<file path="src/rtl/fwd_scoreboard_pkg.sv">
// Shared definitions for the forwarding scoreboard: fwd_sel encoding and stage helpers.
package fwd_scoreboard_pkg;

  // fwd_sel value k selects producer stage k; 0 selects the register file.
  localparam int FWD_NONE = 0;

  // Legacy two-stage encoding, still valid when DEPTH == 2.
  typedef enum logic [1:0] {
    FORWARD_NONE = 2'd0,
    FORWARD_MEM  = 2'd1,
    FORWARD_WB   = 2'd2
  } forward_sel_e;

  // A loaded value can be forwarded once it has reached stage load_ready.
  function automatic logic fwd_load_ready(input int stage, input int load_ready);
    return (stage >= load_ready);
  endfunction

endpackage

</file>
<file path="src/rtl/fwd_scoreboard_prio_match.sv">
// One read port checked against every in-flight destination tag; youngest producer wins.
module fwd_prio_match
  import fwd_scoreboard_pkg::*;
#(
  parameter int RW         = 3,
  parameter int DEPTH      = 2,
  parameter int LOAD_READY = 2,
  parameter int SW         = $clog2(DEPTH + 1)
) (
  input  logic                      rd_used,
  input  logic [RW-1:0]             rd_addr,
  input  logic [DEPTH-1:0]          tag_valid,
  input  logic [DEPTH-1:0]          tag_we,
  input  logic [DEPTH-1:0]          tag_load,
  input  logic [DEPTH-1:0][RW-1:0]  tag_rd,
  output logic [SW-1:0]             sel,
  output logic                      hazard
);

  logic [DEPTH-1:0] hit_s;

  // Per-stage match; register 0 is hardwired and never forwarded.
  always_comb begin
    hit_s = {DEPTH{1'b0}};
    for (int k = 0; k < DEPTH; k++) begin
      hit_s[k] = rd_used && tag_valid[k] && tag_we[k]
                 && (tag_rd[k] != {RW{1'b0}}) && (tag_rd[k] == rd_addr);
    end
  end

  // Walk oldest to youngest so the youngest hit overwrites older ones.
  always_comb begin
    sel    = SW'(FWD_NONE);
    hazard = 1'b0;
    for (int k = DEPTH - 1; k >= 0; k--) begin
      if (hit_s[k]) begin
        sel    = SW'(k + 1);
        hazard = tag_load[k] && !fwd_load_ready(k + 1, LOAD_READY);
      end else begin
        sel    = sel;
        hazard = hazard;
      end
    end
  end

endmodule

</file>
<file path="src/rtl/fwd_scoreboard.sv">
// EX-stage forwarding scoreboard: destination tag pipe, per-port priority match, load-use stall.
// Optional statistics counters are built when FWD_STATS_EN is defined.
module fwd_scoreboard
  import fwd_scoreboard_pkg::*;
#(
  parameter int NUM_REGS   = 8,
  parameter int NUM_RD     = 3,
  parameter int DEPTH      = 2,
  parameter int LOAD_READY = 2,
  localparam int RW        = $clog2(NUM_REGS),
  localparam int SW        = $clog2(DEPTH + 1)
) (
  input  logic                         clk,
  input  logic                         rst_n,
  input  logic                         ex_valid,
  input  logic                         ex_we,
  input  logic                         ex_load,
  input  logic [RW-1:0]                ex_rd,
  input  logic [NUM_RD-1:0]            rd_used,
  input  logic [NUM_RD-1:0][RW-1:0]    rd_addr,
  input  logic                         pipe_hold,
  input  logic                         flush,
  output logic [NUM_RD-1:0][SW-1:0]    fwd_sel,
  output logic                         stall
`ifdef FWD_STATS_EN
  ,
  output logic [31:0]                  stat_stalls,
  output logic [31:0]                  stat_fwds
`endif
);

  typedef struct packed {
    logic          valid;
    logic          we;
    logic          load;
    logic [RW-1:0] rd;
  } tag_t;

  localparam tag_t TAG_BUBBLE = '{valid: 1'b0, we: 1'b0, load: 1'b0, rd: {RW{1'b0}}};

  if (DEPTH < 1) begin : g_bad_depth
    $error("fwd_scoreboard: DEPTH must be >= 1");
  end
  if ((LOAD_READY < 1) || (LOAD_READY > DEPTH)) begin : g_bad_load_ready
    $error("fwd_scoreboard: LOAD_READY must lie in 1..DEPTH");
  end

  tag_t                      tag_r [1:DEPTH];
  logic [DEPTH-1:0]          tag_valid_s;
  logic [DEPTH-1:0]          tag_we_s;
  logic [DEPTH-1:0]          tag_load_s;
  logic [DEPTH-1:0][RW-1:0]  tag_rd_s;
  logic [NUM_RD-1:0]         hazard_s;
  logic                      stall_s;

  // Flatten the tag pipe into per-field vectors for the match units.
  always_comb begin
    for (int k = 1; k <= DEPTH; k++) begin
      tag_valid_s[k-1] = tag_r[k].valid;
      tag_we_s[k-1]    = tag_r[k].we;
      tag_load_s[k-1]  = tag_r[k].load;
      tag_rd_s[k-1]    = tag_r[k].rd;
    end
  end

  for (genvar i = 0; i < NUM_RD; i++) begin : g_port
    fwd_prio_match #(
      .RW         (RW),
      .DEPTH      (DEPTH),
      .LOAD_READY (LOAD_READY),
      .SW         (SW)
    ) u_match (
      .rd_used   (rd_used[i]),
      .rd_addr   (rd_addr[i]),
      .tag_valid (tag_valid_s),
      .tag_we    (tag_we_s),
      .tag_load  (tag_load_s),
      .tag_rd    (tag_rd_s),
      .sel       (fwd_sel[i]),
      .hazard    (hazard_s[i])
    );
  end

  assign stall_s = |hazard_s;
  assign stall   = stall_s;

  // Tag pipe: hold freezes everything; flush and stall inject a bubble into stage 1.
  always_ff @(posedge clk or negedge rst_n) begin
    if (!rst_n) begin
      for (int k = 1; k <= DEPTH; k++) begin
        tag_r[k] <= TAG_BUBBLE;
      end
    end else if (pipe_hold) begin
      for (int k = 1; k <= DEPTH; k++) begin
        tag_r[k] <= tag_r[k];
      end
    end else begin
      for (int k = DEPTH; k >= 2; k--) begin
        tag_r[k] <= tag_r[k-1];
      end
      if (flush || stall_s) begin
        tag_r[1] <= TAG_BUBBLE;
      end else begin
        tag_r[1] <= '{valid: ex_valid, we: ex_we, load: ex_load, rd: ex_rd};
      end
    end
  end

`ifdef FWD_STATS_EN
  logic any_fwd_s;

  assign any_fwd_s = |fwd_sel;

  // Saturating event counters; frozen while the pipe is held.
  always_ff @(posedge clk or negedge rst_n) begin
    if (!rst_n) begin
      stat_stalls <= 32'd0;
      stat_fwds   <= 32'd0;
    end else if (!pipe_hold) begin
      if (stall_s && (stat_stalls != 32'hFFFF_FFFF)) begin
        stat_stalls <= stat_stalls + 32'd1;
      end
      if (any_fwd_s && (stat_fwds != 32'hFFFF_FFFF)) begin
        stat_fwds <= stat_fwds + 32'd1;
      end
    end
  end
`endif

endmodule

</file>
<file path="config.mk">
export PLATFORM = sky130hd
export DESIGN_NAME = fwd_scoreboard
export DESIGN_NICKNAME = d
export VERILOG_FILES = /design/src/rtl/fwd_scoreboard_pkg.sv /design/src/rtl/fwd_scoreboard_prio_match.sv /design/src/rtl/fwd_scoreboard.sv
export SDC_FILE = /design/constraint.sdc
export NUM_CORES = 1
export LEC_CHECK = 0
export ABC_CLOCK_PERIOD_IN_PS = 1800
export BUFFER_PORTS_ARGS = -buffer_cell sky130_fd_sc_hd__clkbuf_2
export CAP_MARGIN = 20
export CORE_MARGIN = 4
export CORE_UTILIZATION = 35
export CTS_BUF_LIST = sky130_fd_sc_hd__clkbuf_16
export DETAILED_ROUTE_END_ITERATION = 12
export SKIP_LAST_GASP = 1
export SLEW_MARGIN = 20
export SYNTH_ARGS = -nofsm -noshare
export SYNTH_HDL_FRONTEND = slang
export SYNTH_SLANG_ARGS = --single-unit
</file>
<file path="constraint.sdc">
create_clock -name clk -period 1.8 [get_ports clk]
set_input_delay 0 -clock clk [delete_from_list [all_inputs] [get_ports clk]]
set_output_delay 0 -clock clk [all_outputs]
set_load 0.05 [all_outputs]
</file>
# ---- Word-level counts from Yosys, hierarchy flattened
# Cells that the tools add are included.
dict set report totals {
  inputBits 22
  wordCells 51
  output_inout_bits 7
  reg_bits 11
}
dict set report op_classes {
  eq_ne 6
  reduce_logical 28
  muxes 10
}
# operator count
set op_table {}
lappend op_table {{$logic_and 1x1->1} 24}
lappend op_table {{$eq 3x3->1} 6}
lappend op_table {{$mux 2} 6}
lappend op_table {{$mux 6} 1}
lappend op_table {{$reduce_bool 3->1} 2}
lappend op_table {{$mux 1} 3}
lappend op_table {{$reduce_or 3->1} 1}
lappend op_table {{$logic_or 1x1->1} 1}

# ---- Depth between registers and ports, before layout
# Gate-level depths: netlist of run 1.
dict set report depth {
  word_depth 8
  ltp_mapped 5
  mapped_depth_nobuf 4
}

# ---- Cells and area by module
# A second synthesis of run 1 with hierarchy kept.
dict set report hier_totals {
  cells_unflattened 76
  hier_area_um2 833.3
}
# module n_inst seq_area_each_um2 area_per_inst_um2 cells_per_inst
set modules_own_cells {}
lappend modules_own_cells {fwd_scoreboard 1 300.3 488.0 28}
lappend modules_own_cells {fwd_prio_match 3 0.0 115.1 16}

# ---- Worst setup path before layout of run 1
# No wires, ideal clock.
dict set report synth_path {
  path_type {reg-to-output}
  start {reg tag_r[8] (netlist bit)}
  end {out fwd_sel[1] (netlist bit)}
  setup_slack_ps -964
  path_buffers 1
  arrival_time_ps 2764
  required_ps 1800
  stages_incl_launch_ff 5
  path_cell_list {dfrtp_1 buf_4 o311ai_4 nor2_1 nor4_1}
}
# element line_no
set synth_rtl {}
lappend synth_rtl {{start, declared} fwd_scoreboard.sv:48} ;# tag_t tag_r [1:DEPTH];
lappend synth_rtl {{start signal, assigned by index} fwd_scoreboard.sv:95} ;# tag_r[k] <= tag_r[k];
lappend synth_rtl {{start signal, assigned by index} fwd_scoreboard.sv:99} ;# tag_r[k] <= tag_r[k-1];
lappend synth_rtl {{end, declared} fwd_scoreboard.sv:23} ;# output logic [NUM_RD-1:0][SW-1:0] fwd_sel,

# ---- Worst setup path in the final report of run 1
dict set report layout_path {
  start {reg tag_r[8] (netlist bit)}
  end {out stall}
}
dict set report layout_via {
  elab_chain_len 5
  word_cells_on_any_way 14
  classes_between {eq/ne: 3; mux: 3; reduce/logical: 8}
}
# element line_no
set layout_lines {}
lappend layout_lines {{$reduce_bool 3->1} fwd_scoreboard_prio_match.sv:27} ;# && (tag_rd[k] != {RW{1'b0}}) && (tag_rd[k] == rd_addr);
lappend layout_lines {{$logic_and 1x1->1 (2 in a row)} fwd_scoreboard_prio_match.sv:27}
lappend layout_lines {{$mux 1} fwd_scoreboard_prio_match.sv:36} ;# if (hit_s[k]) begin
lappend layout_lines {{$reduce_or 3->1 (*)} fwd_scoreboard.sv:84} ;# assign stall_s = |hazard_s;
lappend layout_lines {{end, declared} fwd_scoreboard.sv:24} ;# output logic stall
# Mark *: on every way between the ends. The rest lies on a longest branch, timed or not.

==> flow_results.xml, run 1 <==
<?xml version="1.0" encoding="UTF-8"?>
<metrics>
  <group name="synthesis">
    <metric name="synth_fp_nets" unit="">100</metric>
    <metric name="syn-mean-instance-area" unit="um2">9.80</metric>
    <metric name="yosys_warnings" unit="">0</metric>
    <metric name="synth_enable_flop_cells" unit="">0</metric>
    <metric name="post_synth_inst_count" unit="">78</metric>
    <metric name="ys.flop_type" unit="">dfrtp_1</metric>
    <metric name="synth_largest_area_cell" unit="">dfrtp_1</metric>
    <metric name="yosys-top-cells-area" unit="">dfrtp_1 (36%), xnor2_1 (13%), mux2_2 (7.4%)</metric>
    <metric name="synth.yosys.seq_area_share" unit="">0.360</metric>
    <metric name="synthArstFlopShare" unit="">1.00</metric>
    <metric name="synth-seq-cells" unit="">11</metric>
    <metric name="yosysUniqueCellTypes" unit="">18</metric>
    <metric name="post_synth_most_frequent_cells" unit="">dfrtp_1 (11), xnor2_1 (11), inv_1 (7)</metric>
    <metric name="mappedNetlistArea" unit="um2">764</metric>
    <metric name="synth_top_area_share" unit="">0.360</metric>
  </group>
  <group name="layout">
    <metric name="drive_above_1_share" unit="">0.420</metric>
    <metric name="instances_no_fill" unit="">139</metric>
    <metric name="insertedDiodeCount" unit="">0</metric>
    <metric name="growth_of_design_area_from_synthesis_to_finish" unit="%">46.8</metric>
    <metric name="nets" unit="">135</metric>
    <metric name="finalInstanceArea" unit="um2">1120</metric>
  </group>
  <group name="sta">
    <metric name="fmax" unit="MHz">572</metric>
    <metric name="hold_vio_cnt_final" unit="">0</metric>
    <metric name="total_of_endpoints_with_negative_setup_slack_in_the_final_report" unit="">0</metric>
    <metric name="drv_slew" unit="">0</metric>
    <metric name="clock_skew" unit="ps">1.55</metric>
    <metric name="unrepaired_setup_endpoints_after_global_routing" unit="">false</metric>
    <metric name="tightest_slew" unit="ps">356</metric>
    <metric name="finalWorstPathRequiredPeriod" unit="ps">1750</metric>
    <metric name="timing.slew.headroom" unit="">0.762</metric>
    <metric name="part_of_the_cycle_the_worst_path_needs" unit="">0.971</metric>
    <metric name="final.setup.worst_slack" unit="ps">51.7</metric>
  </group>
  <group name="die">
    <metric name="die-height" unit="um">54.7</metric>
    <metric name="die_x" unit="um">54.7</metric>
    <metric name="design.die.area" unit="um2">3000</metric>
    <metric name="fp-row-count" unit="">16</metric>
    <metric name="initial_core_util" unit="">0.378</metric>
    <metric name="core_region_area" unit="um2">2020</metric>
    <metric name="top_level_ports" unit="">29</metric>
  </group>
  <group name="cts">
    <metric name="htree_num_levels" unit="">1</metric>
    <metric name="clk_latency" unit="ps">240</metric>
    <metric name="cts.root.buffer_cell" unit="">clkbuf_16</metric>
    <metric name="cts-root-to-sink-buffers" unit="">2</metric>
    <metric name="path_clk_slew" unit="ps">40</metric>
    <metric name="cts_made_buffers" unit="">3</metric>
    <metric name="tritoncts" unit="">built</metric>
    <metric name="clock-sinks" unit="">11</metric>
  </group>
  <group name="drt">
    <metric name="detailedRoute.firstIterationViolations" unit="">17</metric>
    <metric name="wl_met2" unit="um">817</metric>
    <metric name="drt-met1-wl" unit="um">787</metric>
    <metric name="highest-signal-layer" unit="">met4</metric>
    <metric name="met3_wirelength" unit="um">159</metric>
    <metric name="antenna_violating_nets_post_route" unit="">0</metric>
    <metric name="finalWirelength" unit="mm">1.80</metric>
    <metric name="post_drt_via_cell_ratio" unit="">4.95</metric>
    <metric name="drt-pass1-iter-count" unit="">4</metric>
    <metric name="drt-wirelength-per-cell" unit="um">13.0</metric>
    <metric name="drt_drc_violations_left" unit="">0</metric>
    <metric name="via_count" unit="">688</metric>
  </group>
  <group name="hold_path">
    <metric name="min-delay-start" unit="">ex_valid</metric>
    <metric name="worst_hold_endpoint" unit="">tag_r[11]</metric>
    <metric name="min_path_cells" unit="">3</metric>
    <metric name="hold_path.class" unit="">in2reg</metric>
  </group>
  <group name="pwr">
    <metric name="power-per-cell-area" unit="nW/um2">770</metric>
    <metric name="net-switching-power" unit="uW">218</metric>
    <metric name="p_leak" unit="uW">0.000492</metric>
    <metric name="intPower" unit="uW">647</metric>
    <metric name="netSwitchingFraction" unit="">0.252</metric>
    <metric name="clkPwrFrac" unit="">0.453</metric>
    <metric name="fin_total_pwr" unit="uW">864</metric>
    <metric name="part_of_the_power_in_combinational_logic" unit="">0.184</metric>
    <metric name="power.share.sequential" unit="">0.362</metric>
    <metric name="ir_worst_vdd" unit="mV">0.550</metric>
  </group>
  <group name="critical_path">
    <metric name="worst-r2r-setup-slack" unit="ps">90</metric>
    <metric name="critPathMaxStageDelay" unit="ps">470</metric>
    <metric name="worst_r2r_endpoint" unit="">tag_r[7]</metric>
    <metric name="timing.setup.critical_path_class" unit="">reg2out</metric>
    <metric name="reg2reg_depth" unit="">5</metric>
    <metric name="cp_max_fo" unit="">6</metric>
    <metric name="cp_slowest_cell" unit="">dfrtp_2</metric>
    <metric name="worst_setup_sp_type" unit="">flop</metric>
    <metric name="worst-endpoint-arrival" unit="ps">1750</metric>
    <metric name="critical-path-top-delay-family" unit="">flip-flops</metric>
    <metric name="worst-path-buf-inv" unit="">1</metric>
    <metric name="timing.critical_path.to_type" unit="">output pin</metric>
    <metric name="worst_r2r_startpoint" unit="">tag_r[8]</metric>
    <metric name="path_cells" unit="">xnor2_1 -&gt; nand4_1 -&gt; a311oi_4 -&gt; buf_8</metric>
    <metric name="timing.critical_path.required" unit="ps">1800</metric>
  </group>
  <group name="placed_design">
    <metric name="place.gp.congestion" unit="">0.823</metric>
    <metric name="placed_cells" unit="">128</metric>
    <metric name="pre_cts_ws" unit="ps">137</metric>
    <metric name="numPortBuffers" unit="">28</metric>
    <metric name="place.detailed.hpwl" unit="mm">1.42</metric>
    <metric name="cell_area_after_placement" unit="um2">957</metric>
  </group>
  <group name="global_routing">
    <metric name="grtUsageTotal" unit="">0.131</metric>
    <metric name="grt_antenna_before_repair" unit="">0</metric>
    <metric name="first_global_vias" unit="">656</metric>
    <metric name="grt_first_pass_wirelength" unit="mm">2.75</metric>
    <metric name="global_route.overflow_total" unit="">0</metric>
    <metric name="grt_max_degree" unit="">18</metric>
  </group>
  <group name="job">
    <metric name="max_cap_violations" unit="">0</metric>
  </group>
  <group name="run_status">
    <metric name="outcome" unit="">completed</metric>
  </group>
</metrics>
[cells in the final DEF, fill, tap and decap left out, types with 3 or more instances in the layout]
| master | count |
|---|---|
| o41ai_1 | 6 |
| a21oi_1 | 3 |
| nor2_1 | 6 |
| dfrtp_2 | 3 |
| clkbuf_2 | 25 |
| nor4_4 | 3 |
| clkbuf_16 | 3 |
| mux2_2 | 5 |
| inv_1 | 8 |
| nand2_1 | 6 |
| xnor2_1 | 11 |
| dlygate4sd3_1 | 6 |
| xor2_1 | 3 |
| nand4_1 | 6 |
| buf_4 | 4 |
| dfrtp_1 | 8 |
[worst register-to-register path, stage by stage (launching register included)]
cell and delay (ps):
dfrtp_2 470, xnor2_1 190, nand4_1 200, a311oi_4 460, buf_4 200, o41ai_1 60
[per-layer routing]
metal / GRT usage / vias to the layer above
met2: 0.207 / 31
met3: 0.0163 / 5
met1: 0.166 / 308
met4: 0.0871 / 0
li1: - / 344
met5: 0 / -
[timing repair]
item / CTS / global route
endpoints found under the setup margin: 3 / 5
pin swaps: 1 / 3
hold endpoints to repair: 15 / 1
resized for setup: 5 / 5
setup buffers: 0 / 1
hold buffers: 5 / 1
[kinds of logic after synthesis]
family                 after synthesis  synth area share
buffers and inverters               13            0.0786
AO/OA/AOI/OAI                       12             0.167
flip-flops                          11             0.360
AND/OR/NAND/NOR                     22             0.139
multiplexers                         5            0.0736
XOR/XNOR                            15             0.182
[registers in the layout (all words and copies together) (netlist names)]
signal,cells
tag_load_s,1
tag_r,10
[area by class of cell]
class,count,area [um2]
Clock buffer,3,75.1
Clock inverter,1,3.75
Fill cell,191,900
Inverter,7,26.3
Multi-Input combinational cell,54,474
Sequential cell,11,279
Tap cell,27,33.8
Timing Repair Buffer,36,230
[worst max path at each step]
stage | from | endpoint | slack (ps) | cells past startpoint
2_1_floorplan | tag_r[8] | fwd_sel[1] | -40 | 4
3_3_place_gp | tag_r[7] | tag_r[11] | 150 | 5
3_5_place_dp | tag_r[8] | tag_r[7] | 140 | 5
4_1_cts | tag_r[8] | stall | -20 | 4
5_1_grt | tag_r[8] | stall | 5 | 4
6_report | tag_r[8] | stall | 50 | 4
[through the flow]
stage / setup TNS, ps / hold WS [ps] / util
3_5_place_dp: 0 / -111 / 0.473
3_3_place_gp: 0 / -113 / 0.473
5_1_grt: 0 / 26.4 / 0.555
2_1_floorplan: -130 / -296 / -
4_1_cts: -17.9 / 1.18 / 0.545
6_report: 0 / 3.91 / 0.555
[power groups by stage]
stage               sequential, uW  combinational (uW)  clock [uW]
floorplan                      290                 127           0
global placement               316                 148           0
detailed placement             316                 150           0
CTS                            313                 159         400
global route                   318                 174         419
finish                         313                 159         392
No activity file was read; power rests on OpenSTA's default activity.
==> run 2, diff against run 1 <==
--- a/config.mk
+++ b/config.mk
@@ -5,15 +5,15 @@
 export SDC_FILE = /design/constraint.sdc
 export NUM_CORES = 1
 export LEC_CHECK = 0
-export ABC_CLOCK_PERIOD_IN_PS = 1800
-export BUFFER_PORTS_ARGS = -buffer_cell sky130_fd_sc_hd__clkbuf_2
+export ABC_CLOCK_PERIOD_IN_PS = 2000
 export CAP_MARGIN = 20
 export CORE_MARGIN = 4
 export CORE_UTILIZATION = 35
 export CTS_BUF_LIST = sky130_fd_sc_hd__clkbuf_16
 export DETAILED_ROUTE_END_ITERATION = 12
+export DONT_BUFFER_PORTS = 1
 export SKIP_LAST_GASP = 1
-export SLEW_MARGIN = 20
+export SLEW_MARGIN = 15
 export SYNTH_ARGS = -nofsm -noshare
 export SYNTH_HDL_FRONTEND = slang
 export SYNTH_SLANG_ARGS = --single-unit
==> constraint.sdc (replaced) <==
create_clock -name clk -period 2 [get_ports clk]
set_input_delay 0 -clock clk [delete_from_list [all_inputs] [get_ports clk]]
set_output_delay 0 -clock clk [all_outputs]
set_load 0.05 [all_outputs]
==> flow_results.xml, run 2 (same netlist as run 1, synthesis figures left out) <==
<?xml version="1.0" encoding="UTF-8"?>
<metrics>
  <group name="layout">
    <metric name="final_core_utilization" unit="">0.541</metric>
    <metric name="most-common-layout-cells" unit="">xnor2_1 (11), dfrtp_1 (11), dlygate4sd3_1 (9)</metric>
    <metric name="nets" unit="">118</metric>
    <metric name="top_register" unit="">tag_r</metric>
    <metric name="growth_of_design_area_from_synthesis_to_finish" unit="%">43.2</metric>
    <metric name="drive_above_1_share" unit="">0.253</metric>
    <metric name="finalInstanceArea" unit="um2">1090</metric>
    <metric name="insertedDiodeCount" unit="">0</metric>
    <metric name="largest_register_ff_count" unit="">10</metric>
  </group>
  <group name="critical_path">
    <metric name="timing.critical_path.required" unit="ps">2100</metric>
    <metric name="worst_setup_sp_type" unit="">flop</metric>
    <metric name="worst-endpoint-arrival" unit="ps">2010</metric>
    <metric name="critPathMaxStageDelay" unit="ps">500</metric>
    <metric name="path_common_cell" unit="">buf_4</metric>
    <metric name="worst-r2r-setup-slack" unit="ps">80</metric>
    <metric name="reg2reg_depth" unit="">6</metric>
    <metric name="timing.setup.critical_path_class" unit="">reg2reg</metric>
    <metric name="timing.critical_path.to_type" unit="">flop</metric>
    <metric name="path_cells" unit="">xnor2_1 -&gt; nand4_1 -&gt; a311oi_4 -&gt; buf_4 -&gt; buf_4 -&gt; o41ai_1</metric>
    <metric name="cp_max_fo" unit="">6</metric>
    <metric name="cp_slowest_cell" unit="">dfrtp_1</metric>
  </group>
  <group name="pwr">
    <metric name="ir_worst_vdd" unit="mV">0.514</metric>
    <metric name="power-per-cell-area" unit="nW/um2">697</metric>
    <metric name="p_leak" unit="uW">0.000437</metric>
  </group>
  <group name="placed_design">
    <metric name="numPortBuffers" unit="">0</metric>
    <metric name="cell_area_after_placement" unit="um2">900</metric>
    <metric name="place.gp.congestion" unit="">0.859</metric>
    <metric name="place.detailed.hpwl" unit="mm">1.43</metric>
  </group>
  <group name="sta">
    <metric name="holdWs" unit="ps">166</metric>
    <metric name="clock_skew" unit="ps">0.600</metric>
    <metric name="total_of_endpoints_with_negative_setup_slack_in_the_final_report" unit="">0</metric>
    <metric name="tightest_slew" unit="ps">615</metric>
    <metric name="part_of_the_cycle_the_worst_path_needs" unit="">0.959</metric>
    <metric name="finalWorstPathRequiredPeriod" unit="ps">1920</metric>
    <metric name="drv_slew" unit="">0</metric>
    <metric name="unrepaired_setup_endpoints_after_global_routing" unit="">true</metric>
    <metric name="hold_vio_cnt_final" unit="">0</metric>
    <metric name="timing.slew.headroom" unit="">0.589</metric>
    <metric name="fmax" unit="MHz">521</metric>
  </group>
  <group name="cts">
    <metric name="path_clk_slew" unit="ps">40</metric>
    <metric name="clk_latency" unit="ps">240</metric>
    <metric name="tritoncts" unit="">built</metric>
    <metric name="cts.root.buffer_cell" unit="">clkbuf_16</metric>
    <metric name="htree_num_levels" unit="">1</metric>
    <metric name="cts-root-to-sink-buffers" unit="">2</metric>
    <metric name="cts_made_buffers" unit="">3</metric>
    <metric name="clock-sinks" unit="">11</metric>
  </group>
  <group name="drt">
    <metric name="via_count" unit="">659</metric>
    <metric name="detailedRoute.firstIterationViolations" unit="">13</metric>
    <metric name="post_drt_via_cell_ratio" unit="">5.40</metric>
    <metric name="finalWirelength" unit="mm">2.02</metric>
    <metric name="drt_drc_violations_left" unit="">0</metric>
    <metric name="antenna_violating_nets_post_route" unit="">0</metric>
    <metric name="drt-wirelength-per-cell" unit="um">16.5</metric>
    <metric name="drt-pass1-iter-count" unit="">4</metric>
  </group>
  <group name="die">
    <metric name="fp-row-count" unit="">16</metric>
    <metric name="core_region_area" unit="um2">2020</metric>
    <metric name="die-height" unit="um">54.7</metric>
    <metric name="top_level_ports" unit="">29</metric>
    <metric name="initial_core_util" unit="">0.378</metric>
    <metric name="die_x" unit="um">54.7</metric>
    <metric name="design.die.area" unit="um2">3000</metric>
  </group>
  <group name="global_routing">
    <metric name="grt_max_degree" unit="">18</metric>
    <metric name="grtUsageTotal" unit="">0.151</metric>
    <metric name="grt_antenna_before_repair" unit="">0</metric>
    <metric name="grt_first_pass_wirelength" unit="mm">3.17</metric>
    <metric name="first_global_vias" unit="">662</metric>
    <metric name="global_route.overflow_total" unit="">0</metric>
  </group>
  <group name="hold_path">
    <metric name="hold_path.class" unit="">in2async</metric>
  </group>
  <group name="job">
    <metric name="max_cap_violations" unit="">0</metric>
  </group>
  <group name="run_status">
    <metric name="outcome" unit="">completed</metric>
  </group>
</metrics>
## run 2: cell count changes in the layout (fill, tap and decap cells not counted), sizes merged
| cell | previous run | this run |
|---|---|---|
| clkbuf | 28 | 3 |
| buf | 5 | 10 |
| dlygate4sd3 | 6 | 9 |
## run 2: cell type report
cell class	instances	area (um2)
well taps	27	33.8
flip-flops and latches	11	275
repair buffers	19	206
fillers	175	927
multi-input cells	54	474
inverters	7	26.3
clock buffers	3	75.1
clock inverters	1	3.75
## run 2: power breakdown
group / total (uW) / switching [uW] / internal (uW)
combinational: 124 / 57.4 / 66.4
clock: 358 / 95.4 / 262
sequential: 282 / 37.6 / 244
total: 763 / 190 / 572
## run 2: metrics by stage
stage | setup TNS (ps) | setup slack (ps) | std cells | total power [uW]
final | 0 | 81.8 | 122 | 763
after global routing | -32.1 | -30.3 | 122 | 794
after CTS | 0 | 56.6 | 119 | 768
after detailed placement | 0 | 348 | 106 | 384
after global placement | 0 | 364 | 106 | 381
after floorplan | 0 | 93.7 | 78 | 375
## run 2: path summary, 6_finish.rpt
path | startpoint | to
worst max-delay path | tag_r[8] | tag_r[7]
worst max register to register | tag_r[8] | tag_r[7]
worst min register to register | tag_load_s[0] | tag_load_s[0]
max in group asynchronous | rst_n | tag_r[5]
min in group clk | rd_used[2] | fwd_sel[5]
worst min-delay path | rst_n | tag_r[7]
## run 2: worst max-delay path, delay by kind of cell (launching register included)
| kind | cells | cell delay (ps) |
|---|---|---|
| AO/OA/AOI/OAI | 2 | 530 |
| flip-flops | 1 | 500 |
| AND/OR/NAND/NOR | 1 | 210 |
| buffers and inverters | 2 | 290 |
| XOR/XNOR | 1 | 250 |
## run 2: layer usage
metal	vias up	wire, um	GRT usage
met3	4	185	0.0463
met1	318	802	0.201
met2	26	1000	0.224
li1	311	-	-
met4	0	27	0.0622
met5	-	0	0
## run 2: repair_timing
action,4_1_cts,5_1_grt
setup buffers,0,3
setup endpoints to repair,0,1
endpoints found under the hold margin,22,0
resized for setup,0,1
hold buffers,9,0
==> run 3, diff against run 2 <==
--- a/config.mk
+++ b/config.mk
@@ -16,4 +16,5 @@
 export SLEW_MARGIN = 15
 export SYNTH_ARGS = -nofsm -noshare
 export SYNTH_HDL_FRONTEND = slang
+export SYNTH_HIERARCHICAL = 1
 export SYNTH_SLANG_ARGS = --single-unit
==> flow_results.xml, run 3 <==
<?xml version="1.0" encoding="UTF-8"?>
<metrics>
  <group name="pwr">
    <metric name="net-switching-power" unit="uW">187</metric>
    <metric name="netSwitchingFraction" unit="">0.245</metric>
    <metric name="part_of_the_power_in_combinational_logic" unit="">0.156</metric>
    <metric name="p_leak" unit="uW">0.000473</metric>
    <metric name="ir_worst_vdd" unit="mV">0.510</metric>
    <metric name="power.share.sequential" unit="">0.369</metric>
    <metric name="power-per-cell-area" unit="nW/um2">716</metric>
    <metric name="intPower" unit="uW">576</metric>
    <metric name="clkPwrFrac" unit="">0.475</metric>
  </group>
  <group name="cts">
    <metric name="htree_num_levels" unit="">1</metric>
    <metric name="clk_latency" unit="ps">240</metric>
    <metric name="path_clk_slew" unit="ps">40</metric>
    <metric name="cts.root.buffer_cell" unit="">clkbuf_16</metric>
    <metric name="clock-sinks" unit="">11</metric>
    <metric name="tritoncts" unit="">built</metric>
    <metric name="cts-root-to-sink-buffers" unit="">2</metric>
    <metric name="cts_made_buffers" unit="">3</metric>
  </group>
  <group name="synthesis">
    <metric name="yosys_warnings" unit="">6</metric>
    <metric name="synth_fp_nets" unit="">96</metric>
    <metric name="post_synth_inst_count" unit="">74</metric>
    <metric name="mappedNetlistArea" unit="um2">793</metric>
    <metric name="syn-mean-instance-area" unit="um2">10.7</metric>
  </group>
  <group name="die">
    <metric name="fp-row-count" unit="">16</metric>
    <metric name="die-height" unit="um">55.6</metric>
    <metric name="die_x" unit="um">55.6</metric>
    <metric name="top_level_ports" unit="">29</metric>
    <metric name="initial_core_util" unit="">0.385</metric>
    <metric name="core_region_area" unit="um2">2060</metric>
    <metric name="design.die.area" unit="um2">3090</metric>
  </group>
  <group name="sta">
    <metric name="drv_slew" unit="">0</metric>
    <metric name="finalWorstPathRequiredPeriod" unit="ps">1850</metric>
    <metric name="final.setup.worst_slack" unit="ps">147</metric>
    <metric name="total_of_endpoints_with_negative_setup_slack_in_the_final_report" unit="">0</metric>
    <metric name="unrepaired_setup_endpoints_after_global_routing" unit="">false</metric>
    <metric name="timing.slew.headroom" unit="">0.644</metric>
    <metric name="fmax" unit="MHz">540</metric>
    <metric name="tightest_slew" unit="ps">533</metric>
    <metric name="part_of_the_cycle_the_worst_path_needs" unit="">0.926</metric>
    <metric name="hold_vio_cnt_final" unit="">0</metric>
    <metric name="clock_skew" unit="ps">0.904</metric>
  </group>
  <group name="global_routing">
    <metric name="grtUsageTotal" unit="">0.134</metric>
    <metric name="first_global_vias" unit="">635</metric>
    <metric name="grt_antenna_before_repair" unit="">0</metric>
    <metric name="grt_first_pass_wirelength" unit="mm">3.20</metric>
    <metric name="global_route.overflow_total" unit="">0</metric>
    <metric name="grt_max_degree" unit="">12</metric>
  </group>
  <group name="layout">
    <metric name="insertedDiodeCount" unit="">0</metric>
    <metric name="drive_above_1_share" unit="">0.359</metric>
    <metric name="top_register" unit="">tag_r</metric>
    <metric name="nets" unit="">115</metric>
    <metric name="final_core_utilization" unit="">0.517</metric>
    <metric name="growth_of_design_area_from_synthesis_to_finish" unit="%">34.4</metric>
    <metric name="most-common-layout-cells" unit="">xor2_1 (9), dfrtp_1 (9), dlygate4sd3_1 (8)</metric>
    <metric name="largest_register_ff_count" unit="">10</metric>
  </group>
  <group name="drt">
    <metric name="post_drt_via_cell_ratio" unit="">5.76</metric>
    <metric name="via_count" unit="">685</metric>
    <metric name="antenna_violating_nets_post_route" unit="">0</metric>
    <metric name="drt-pass1-iter-count" unit="">4</metric>
    <metric name="drt_drc_violations_left" unit="">0</metric>
    <metric name="finalWirelength" unit="mm">1.97</metric>
    <metric name="detailedRoute.firstIterationViolations" unit="">14</metric>
    <metric name="drt-wirelength-per-cell" unit="um">16.5</metric>
  </group>
  <group name="critical_path">
    <metric name="critPathMaxStageDelay" unit="ps">460</metric>
    <metric name="worst_setup_sp_type" unit="">flop</metric>
    <metric name="timing.critical_path.required" unit="ps">2000</metric>
    <metric name="cp_slowest_cell" unit="">dfrtp_2</metric>
    <metric name="startpoint" unit="">tag_r[7]</metric>
    <metric name="path_cells" unit="">xor2_1 -&gt; nor4b_4 -&gt; and2_4 -&gt; nor3_4 -&gt; inv_1 -&gt; buf_12</metric>
    <metric name="worst-endpoint-arrival" unit="ps">1850</metric>
    <metric name="worst_r2r_startpoint" unit="">tag_r[8]</metric>
    <metric name="timing.critical_path.to_type" unit="">output pin</metric>
    <metric name="timing.setup.critical_path_class" unit="">reg2out</metric>
    <metric name="cp_max_fo" unit="">8</metric>
  </group>
  <group name="placed_design">
    <metric name="pre_cts_ws" unit="ps">295</metric>
    <metric name="numPortBuffers" unit="">0</metric>
    <metric name="place.gp.congestion" unit="">0.741</metric>
  </group>
  <group name="hold_path">
    <metric name="hold_path.class" unit="">in2reg</metric>
    <metric name="min-delay-start" unit="">pipe_hold</metric>
  </group>
  <group name="job">
    <metric name="max_cap_violations" unit="">0</metric>
  </group>
  <group name="run_status">
    <metric name="outcome" unit="">completed</metric>
  </group>
</metrics>
## run 3: power groups by stage
stage | combinational, uW | sequential, uW | clock, uW
finish | 119 | 281 | 363
floorplan | 95.4 | 272 | 0
CTS | 121 | 280 | 367
global route | 130 | 285 | 386
detailed placement | 99.8 | 283 | 0
global placement | 97.3 | 282 | 0
## run 3: final cells by class
| cell class | instances | area, um2 |
|---|---|---|
| Clock buffer | 3 | 75.1 |
| Clock inverter | 1 | 3.75 |
| Fill cell | 200 | 996 |
| Inverter | 1 | 3.75 |
| Multi-Input combinational cell | 61 | 527 |
| Sequential cell | 11 | 278 |
| Tap cell | 27 | 33.8 |
| Timing Repair Buffer | 15 | 145 |
## run 3: metrics by stage
step | TNS [ps] | instance area [um2] | total power, uW | instances | hold slack, ps
3_5_place_dp | 0 | 905 | 383 | 107 | -295
2_1_floorplan | -533 | 817 | 367 | 74 | -296
3_3_place_gp | 0 | 905 | 379 | 107 | -295
5_1_grt | 0 | 1070 | 801 | 119 | 105
4_1_cts | 0 | 1060 | 768 | 119 | 107
6_report | 0 | 1070 | 763 | 119 | 101
## run 3: worst max-delay path, delay by kind of cell, from the launching register on
kind / cells / cell delay, ps
xor gates and xnor gates: 1 / 260
buffers and inverters: 2 / 300
DFF: 1 / 460
and+or+nand+nor: 3 / 580
## run 3: path summary, 6_finish.rpt
path                                       to  slack (ps)  cells past startpoint
min in group asynchronous           tag_r[11]         180                      1
max in group asynchronous            tag_r[7]        1430                      1
worst max register to register  tag_load_s[0]         300                      6
worst min-delay path                 tag_r[7]         100                      2
worst min register to register  tag_load_s[0]         580                      1
worst max-delay path                    stall         150                      6
## run 3: per-layer routing
layer,part of all wire,track usage
met2,0.43,0.198
met3,0.097,0.0603
met4,0.019,0.0764
met5,0,0
met1,0.45,0.158
## run 3: what timing repair did
action	CTS	global route
endpoints found under the setup margin	0	2
resized for setup	0	2
hold endpoints to repair	22	0
buffers inserted	0	0
hold buffers	8	0
